===== src/rtl/mlp_pkg.sv =====
// Shared constants, state encoding and compare helper for the MLP inference sequencer.
package mlp_pkg;
  localparam int N_INPUT        = 432;
  localparam int N_OUTPUT       = 10;
  localparam int DATA_W         = 16;
  localparam int ADDR_W         = 12;
  localparam int TIMEOUT_CYCLES = 20000;

  localparam logic [1:0]        LAYER0_BASE    = 2'b00;
  localparam logic [1:0]        LAYER_OUT_BASE = 2'b11;
  localparam logic [DATA_W-1:0] SCORE_MIN      = {1'b1, {(DATA_W-1){1'b0}}};

  typedef enum logic [2:0] {
    ST_IDLE   = 3'd0,
    ST_LOAD   = 3'd1,
    ST_RUN    = 3'd2,
    ST_ARGMAX = 3'd3,
    ST_RESULT = 3'd4
  } state_t;

  function automatic logic signed_gt(input logic [DATA_W-1:0] a, input logic [DATA_W-1:0] b);
    return $signed(a) > $signed(b);
  endfunction
endpackage


===== src/rtl/mlp_argmax_unit.sv =====
// Streaming signed max tracker; o_best_* already includes the sample presented this cycle,
// so the final winner is available in the same cycle as the last compare.
module mlp_argmax_unit
  import mlp_pkg::*;
(
  input  logic              clk,
  input  logic              reset,
  input  logic              i_clr,
  input  logic              i_valid,
  input  logic [3:0]        i_idx,
  input  logic [DATA_W-1:0] i_data,
  output logic [3:0]        o_best_idx,
  output logic [DATA_W-1:0] o_best_score
);
  logic [3:0]        r_best_idx;
  logic [DATA_W-1:0] r_best_score;
  logic              w_take;

  // Strictly greater keeps the lowest index on ties.
  assign w_take       = i_valid && signed_gt(i_data, r_best_score);
  assign o_best_idx   = w_take ? i_idx  : r_best_idx;
  assign o_best_score = w_take ? i_data : r_best_score;

  always_ff @(posedge clk) begin
    if (reset || i_clr) begin
      r_best_idx   <= 4'd0;
      r_best_score <= SCORE_MIN;
    end else begin
      r_best_idx   <= o_best_idx;
      r_best_score <= o_best_score;
    end
  end
endmodule


===== src/rtl/mlp_inference_sequencer.sv =====
// Sequences one MLP inference: pixel load, MAC run, output-layer argmax, result handshake.
// Optional RUN watchdog enabled by defining MLP_SEQ_TIMEOUT_EN.
module mlp_inference_sequencer
  import mlp_pkg::*;
(
  input  logic              clk,
  input  logic              reset,
  input  logic              start,
  input  logic              pixel_valid,
  output logic              pixel_ready,
  input  logic [DATA_W-1:0] pixel_data,
  output logic              mem_we,
  output logic [ADDR_W-1:0] mem_waddr,
  output logic [DATA_W-1:0] mem_wdata,
  output logic              mem_re,
  output logic [ADDR_W-1:0] mem_raddr,
  input  logic [DATA_W-1:0] mem_rdata,
  output logic              cu_reset,
  input  logic              cu_done,
  output logic              result_valid,
  input  logic              result_ready,
  output logic [3:0]        result_class,
  output logic [DATA_W-1:0] result_score,
  output logic              busy,
  output logic              error
);
  state_t            r_state;
  logic [8:0]        r_pix_cnt;
  logic [4:0]        r_rd_idx;
  logic              r_mem_we;
  logic [ADDR_W-1:0] r_mem_waddr;
  logic [DATA_W-1:0] r_mem_wdata;
  logic              r_mem_re;
  logic [ADDR_W-1:0] r_mem_raddr;
  logic              r_cmp_valid;
  logic [3:0]        r_cmp_idx;
  logic              r_cu_reset;
  logic              r_result_valid;
  logic [3:0]        r_result_class;
  logic [DATA_W-1:0] r_result_score;
  logic              w_xfer;
  logic              w_clr;
  logic [4:0]        w_rd_next;
  logic [3:0]        w_best_idx;
  logic [DATA_W-1:0] w_best_score;
`ifdef MLP_SEQ_TIMEOUT_EN
  logic [14:0]       r_wd_cnt;
  logic              r_error;
  assign error = r_error;
`else
  assign error = 1'b0;
`endif

  assign pixel_ready  = (r_state == ST_LOAD);
  assign busy         = (r_state != ST_IDLE);
  assign w_xfer       = pixel_valid && pixel_ready;
  assign w_clr        = (r_state == ST_RUN) && cu_done;
  assign w_rd_next    = r_rd_idx + 5'd1;
  assign mem_we       = r_mem_we;
  assign mem_waddr    = r_mem_waddr;
  assign mem_wdata    = r_mem_wdata;
  assign mem_re       = r_mem_re;
  assign mem_raddr    = r_mem_raddr;
  assign cu_reset     = r_cu_reset;
  assign result_valid = r_result_valid;
  assign result_class = r_result_class;
  assign result_score = r_result_score;

  // Read data returns one cycle after mem_re, so the compare follows the read pipeline.
  mlp_argmax_unit u_argmax (
    .clk          (clk),
    .reset        (reset),
    .i_clr        (w_clr),
    .i_valid      (r_cmp_valid),
    .i_idx        (r_cmp_idx),
    .i_data       (mem_rdata),
    .o_best_idx   (w_best_idx),
    .o_best_score (w_best_score)
  );

  always_ff @(posedge clk) begin
    if (reset) begin
      r_state        <= ST_IDLE;
      r_pix_cnt      <= 9'd0;
      r_rd_idx       <= 5'd0;
      r_mem_we       <= 1'b0;
      r_mem_waddr    <= '0;
      r_mem_wdata    <= '0;
      r_mem_re       <= 1'b0;
      r_mem_raddr    <= '0;
      r_cmp_valid    <= 1'b0;
      r_cmp_idx      <= 4'd0;
      r_cu_reset     <= 1'b1;
      r_result_valid <= 1'b0;
      r_result_class <= 4'd0;
      r_result_score <= '0;
`ifdef MLP_SEQ_TIMEOUT_EN
      r_wd_cnt       <= 15'd0;
      r_error        <= 1'b0;
`endif
    end else begin
      r_mem_we    <= 1'b0;
      r_mem_re    <= 1'b0;
      r_cmp_valid <= r_mem_re;
      r_cmp_idx   <= r_mem_raddr[3:0];
      case (r_state)
        ST_IDLE: begin
          if (start) begin
            r_state   <= ST_LOAD;
            r_pix_cnt <= 9'd0;
`ifdef MLP_SEQ_TIMEOUT_EN
            r_wd_cnt  <= 15'd0;
            r_error   <= 1'b0;
`endif
          end
        end
        ST_LOAD: begin
          if (w_xfer) begin
            r_mem_we    <= 1'b1;
            r_mem_waddr <= {LAYER0_BASE, 1'b0, r_pix_cnt};
            r_mem_wdata <= pixel_data;
            r_pix_cnt   <= r_pix_cnt + 9'd1;
            if (r_pix_cnt == 9'(N_INPUT - 1)) begin
              r_state    <= ST_RUN;
              r_cu_reset <= 1'b0;
            end
          end
        end
        ST_RUN: begin
          if (cu_done) begin
            r_state     <= ST_ARGMAX;
            r_rd_idx    <= 5'd0;
            r_mem_re    <= 1'b1;
            r_mem_raddr <= {LAYER_OUT_BASE, 5'b0, 5'd0};
          end
`ifdef MLP_SEQ_TIMEOUT_EN
          else if (r_wd_cnt == 15'(TIMEOUT_CYCLES - 1)) begin
            r_state        <= ST_RESULT;
            r_cu_reset     <= 1'b1;
            r_result_valid <= 1'b1;
            r_result_class <= 4'd0;
            r_result_score <= '0;
            r_error        <= 1'b1;
          end else begin
            r_wd_cnt <= r_wd_cnt + 15'd1;
          end
`endif
        end
        ST_ARGMAX: begin
          r_rd_idx <= w_rd_next;
          if (w_rd_next < 5'(N_OUTPUT)) begin
            r_mem_re    <= 1'b1;
            r_mem_raddr <= {LAYER_OUT_BASE, 5'b0, w_rd_next};
          end
          // Cycle N_OUTPUT carries the final compare; its result is taken directly.
          if (r_rd_idx == 5'(N_OUTPUT)) begin
            r_state        <= ST_RESULT;
            r_cu_reset     <= 1'b1;
            r_result_valid <= 1'b1;
            r_result_class <= w_best_idx;
            r_result_score <= w_best_score;
          end
        end
        ST_RESULT: begin
          if (result_ready) begin
            r_state        <= ST_IDLE;
            r_result_valid <= 1'b0;
          end
        end
        default: r_state <= ST_IDLE;
      endcase
    end
  end
endmodule


===== config.mk =====
export PLATFORM = sky130hd
export DESIGN_NAME = mlp_inference_sequencer
export DESIGN_NICKNAME = d
export VERILOG_FILES = /design/src/rtl/mlp_pkg.sv /design/src/rtl/mlp_argmax_unit.sv /design/src/rtl/mlp_inference_sequencer.sv
export SDC_FILE = /design/constraint.sdc
export NUM_CORES = 1
export LEC_CHECK = 0
export CORE_MARGIN = 2
export CORE_UTILIZATION = 54
export DETAILED_ROUTE_END_ITERATION = 12
export HOLD_SLACK_MARGIN = 0.05
export PLACE_DENSITY_LB_ADDON = 0.12
export SYNTH_ARGS = -nofsm -noshare
export SYNTH_HDL_FRONTEND = slang
export SYNTH_HIERARCHICAL = 1
export SYNTH_SLANG_ARGS = --single-unit

===== constraint.sdc =====
create_clock -name clk -period 8.1 [get_ports clk]
set_clock_uncertainty 0.2 [all_clocks]
set_input_delay 1.62 -clock clk [delete_from_list [all_inputs] [get_ports clk]]
set_output_delay 1.62 -clock clk [all_outputs]
set_load 0.02 [all_outputs]

==> results_dict.tcl <==
set metrics [dict create \
    status "completed" \
    yosysTopAreaCellShare_pct 43.0 \
    core.rowCount 33 \
    via_per_inst 5.35 \
    grt_pass1_vias 3661 \
    slew_headroom_pct 23.5 \
    hold_path_depth 2 \
    period_needed_ns 4.67 \
    synth_seq_cells 97 \
    clock-root-buffer "clkbuf_8" \
    die_x_um 95.4 \
    wl_per_cell_um 13.8 \
    tritoncts "yes" \
    area.growth.synth_to_final_pct 23.5 \
    clk_path_buf_depth 2 \
    async_reset_ff_share_pct 0 \
    critPathKind "in -> reg" \
    max-vdd-ir-drop_mv 0.0999 \
    synth_top_area_cell "dfxtp_1" \
    drt_iter0_drc 112 \
    setup_violations 0 \
    maxCapViolCount 0 \
    grt-ovfl-total 0 \
    place.gp.congestion 0.816 \
    tightest_slew_ns 1.14 \
    postRouteAntennaNets 0 \
    post_cts_resize_count 0 \
    rsz0062_at_grt "no" \
    final.setup.tns_ns 0 \
    htreeDepth 3 \
    p_per_area_nw_per_um2 150 \
    pin_count 105 \
    met3_usage_pct 5.14 \
    max_freq_mhz 214 \
    hpwl_mm 6.95 \
    busiest_layer "met2" \
    dpl_cell_area_um2 5410 \
    cts_setup_buffers 0 \
    initial_core_util_pct 55.2 \
    die_y_um 95.4 \
    routed_wl_mm 9.95 \
    hold_viol_final 0 \
    grt_max_degree 73 \
    clk_latency_ns 0.37 \
    yosysMostFrequentCell "nand2_1" \
    ff2ff_path_depth 10 \
    yosysSeqAreaShare_pct 43.0 \
    hold_path_class "reg -> reg" \
    worstPathMaxFanout 15 \
    synth_edf_count 0 \
    cts.clk_slew.worst_paths_ns 0.09 \
    port_buffers 95 \
    met1_usage_pct 25.5 \
    grt_util_all_layers_pct 22.2 \
    fp.coreArea_um2 8180 \
    yosys_warnings 6 \
    grt_antenna_before_repair 0 \
    startpoint_type "input port" \
    drc 0 \
    yosys_most_used_dff "dfxtp_1" \
    cp-end-kind "flop" \
    cts_hold_buf 0 \
    finalCritPeriodShare_pct 57.7 \
    avgSynthCellArea_um2 8.42 \
    grtUsageMet2_pct 40.0 \
    dr.pass1.iters 4 \
    worstPathArrival_ns 4.70 \
    die_area_um2 9100 \
    layout.nets 669 \
    cts_buffers 9 \
    drive_above_1_share_pct 6.00 \
    synth_cells 536 \
    grt_pass1_wl_mm 16.1 \
    leakage_nw 2.00 \
    ys_types 59 \
    drv_slew 0 \
    stdcell_area_um2 5580 \
    clkSinkCount 97 \
    cp.required_ns 8.13 \
    synth_area_leaders "dfxtp_1, nand2_1, a21oi_1" \
    synth_area_um2 4510 \
    via_count 3861 \
    yosys-top-cells-count "nand2_1, dfxtp_1, a21oi_1, nor2_1, o21ai_0" \
    diodes 0 \
]
cells in the final DEF, fill, tap and decap left out, types with 3 or more instances in the layout:
master,count
conb_1,9
ha_1,19
clkdlybuf4s50_1,94
nand4_1,10
nor2_1,23
mux2_4,3
a21oi_1,66
and2_1,3
o21ai_0,23
nand2_1,122
xor2_1,5
nor2b_1,7
nand3_1,20
a21boi_1,3
a21boi_0,11
clkinvlp_4,4
mux2i_1,5
clkbuf_8,9
nor3_1,5
dfxtp_1,97
buf_4,3
and3b_1,3
mux2_2,7
inv_1,20
or3_1,3
clkbuf_1,3
critical path, stage by stage:
cell	delay, ns
clkdlybuf4s50_1	0.42
ha_1	0.33
nand4_1	0.24
nor2_1	0.08
a21oi_1	0.39
nand4_1	0.67
nand2_4	0.46
mux2_2	0.37
nand2_1	0.06
a21oi_1	0.06
routing by layer:
layer / part of all wire, % / vias up
li1: - / 1959
met5: 0 / -
met2: 49 / 102
met1: 43 / 1787
met4: 1.7 / 0
met3: 5.7 / 13
through the flow:
stage	std cells	total power, mW	setup slack [ns]	util (%)	hold WS (ns)
floorplan	544	0.536	4.14	-	0.232
global placement	706	0.565	3.18	66.2	0.241
detailed placement	706	0.567	3.05	66.2	0.246
CTS	722	0.844	3.45	68.2	0.260
global route	722	0.866	3.23	68.2	0.282
finish	722	0.836	3.43	68.2	0.256
worst paths after layout:
| kind | to | slack [ns] | from |
|---|---|---|---|
| max | result_class[3] | 3.43 | mem_rdata[11] |
| min | mem_waddr[8] | 0.26 | mem_waddr[8] |
| max reg2reg | result_class[3] | 4.75 | u_argmax/r_best_score[11] |
| min reg2reg | mem_waddr[8] | 0.26 | mem_waddr[8] |
cell type report:
class / instances / area [um2]
fill: 694 / 2600
multi-input combinational: 386 / 2290
sequential: 97 / 1940
timing repair buffer: 98 / 968
clock buffer: 12 / 135
tap: 105 / 131
inverter: 20 / 75.1
clock inverter: 4 / 30.0
kinds of logic (layout without fill, tap and decap cells):
kind of cell | count (synthesis) | in the layout | synth area share, %
flip-flops | 97 | 97 | 43.0
AO/OA/AOI/OAI | 121 | 121 | 17.1
buffers and inverters | 61 | 134 | 6.82
multiplexers | 15 | 15 | 3.85
adder cells (fa/ha/maj) | 19 | 19 | 5.27
other | 1 | 9 | 0.0831
XOR/XNOR | 7 | 7 | 1.36
AND/OR/NAND/NOR | 215 | 215 | 22.5
flip-flops by register name (all words and copies together) (netlist names):
register / flops
mem_re: 1
mem_raddr: 6
r_rd_idx: 5
mem_waddr: 9
r_cmp_idx: 4
result_class: 4
r_pix_cnt: 9
mem_we: 1
r_state: 3
cu_reset: 1
u_argmax/r_best_idx: 4
result_valid: 1
mem_wdata: 16
result_score: 16
r_cmp_valid: 1
u_argmax/r_best_score: 16
power by group:
| group | total (mW) | internal (mW) | switching (mW) |
|---|---|---|---|
| clock | 0.280 | 0.112 | 0.168 |
| combinational | 0.0717 | 0.0332 | 0.0385 |
| sequential | 0.484 | 0.481 | 0.00310 |
| total | 0.836 | 0.626 | 0.210 |
Note: power is estimated with default switching activity, not from simulation.
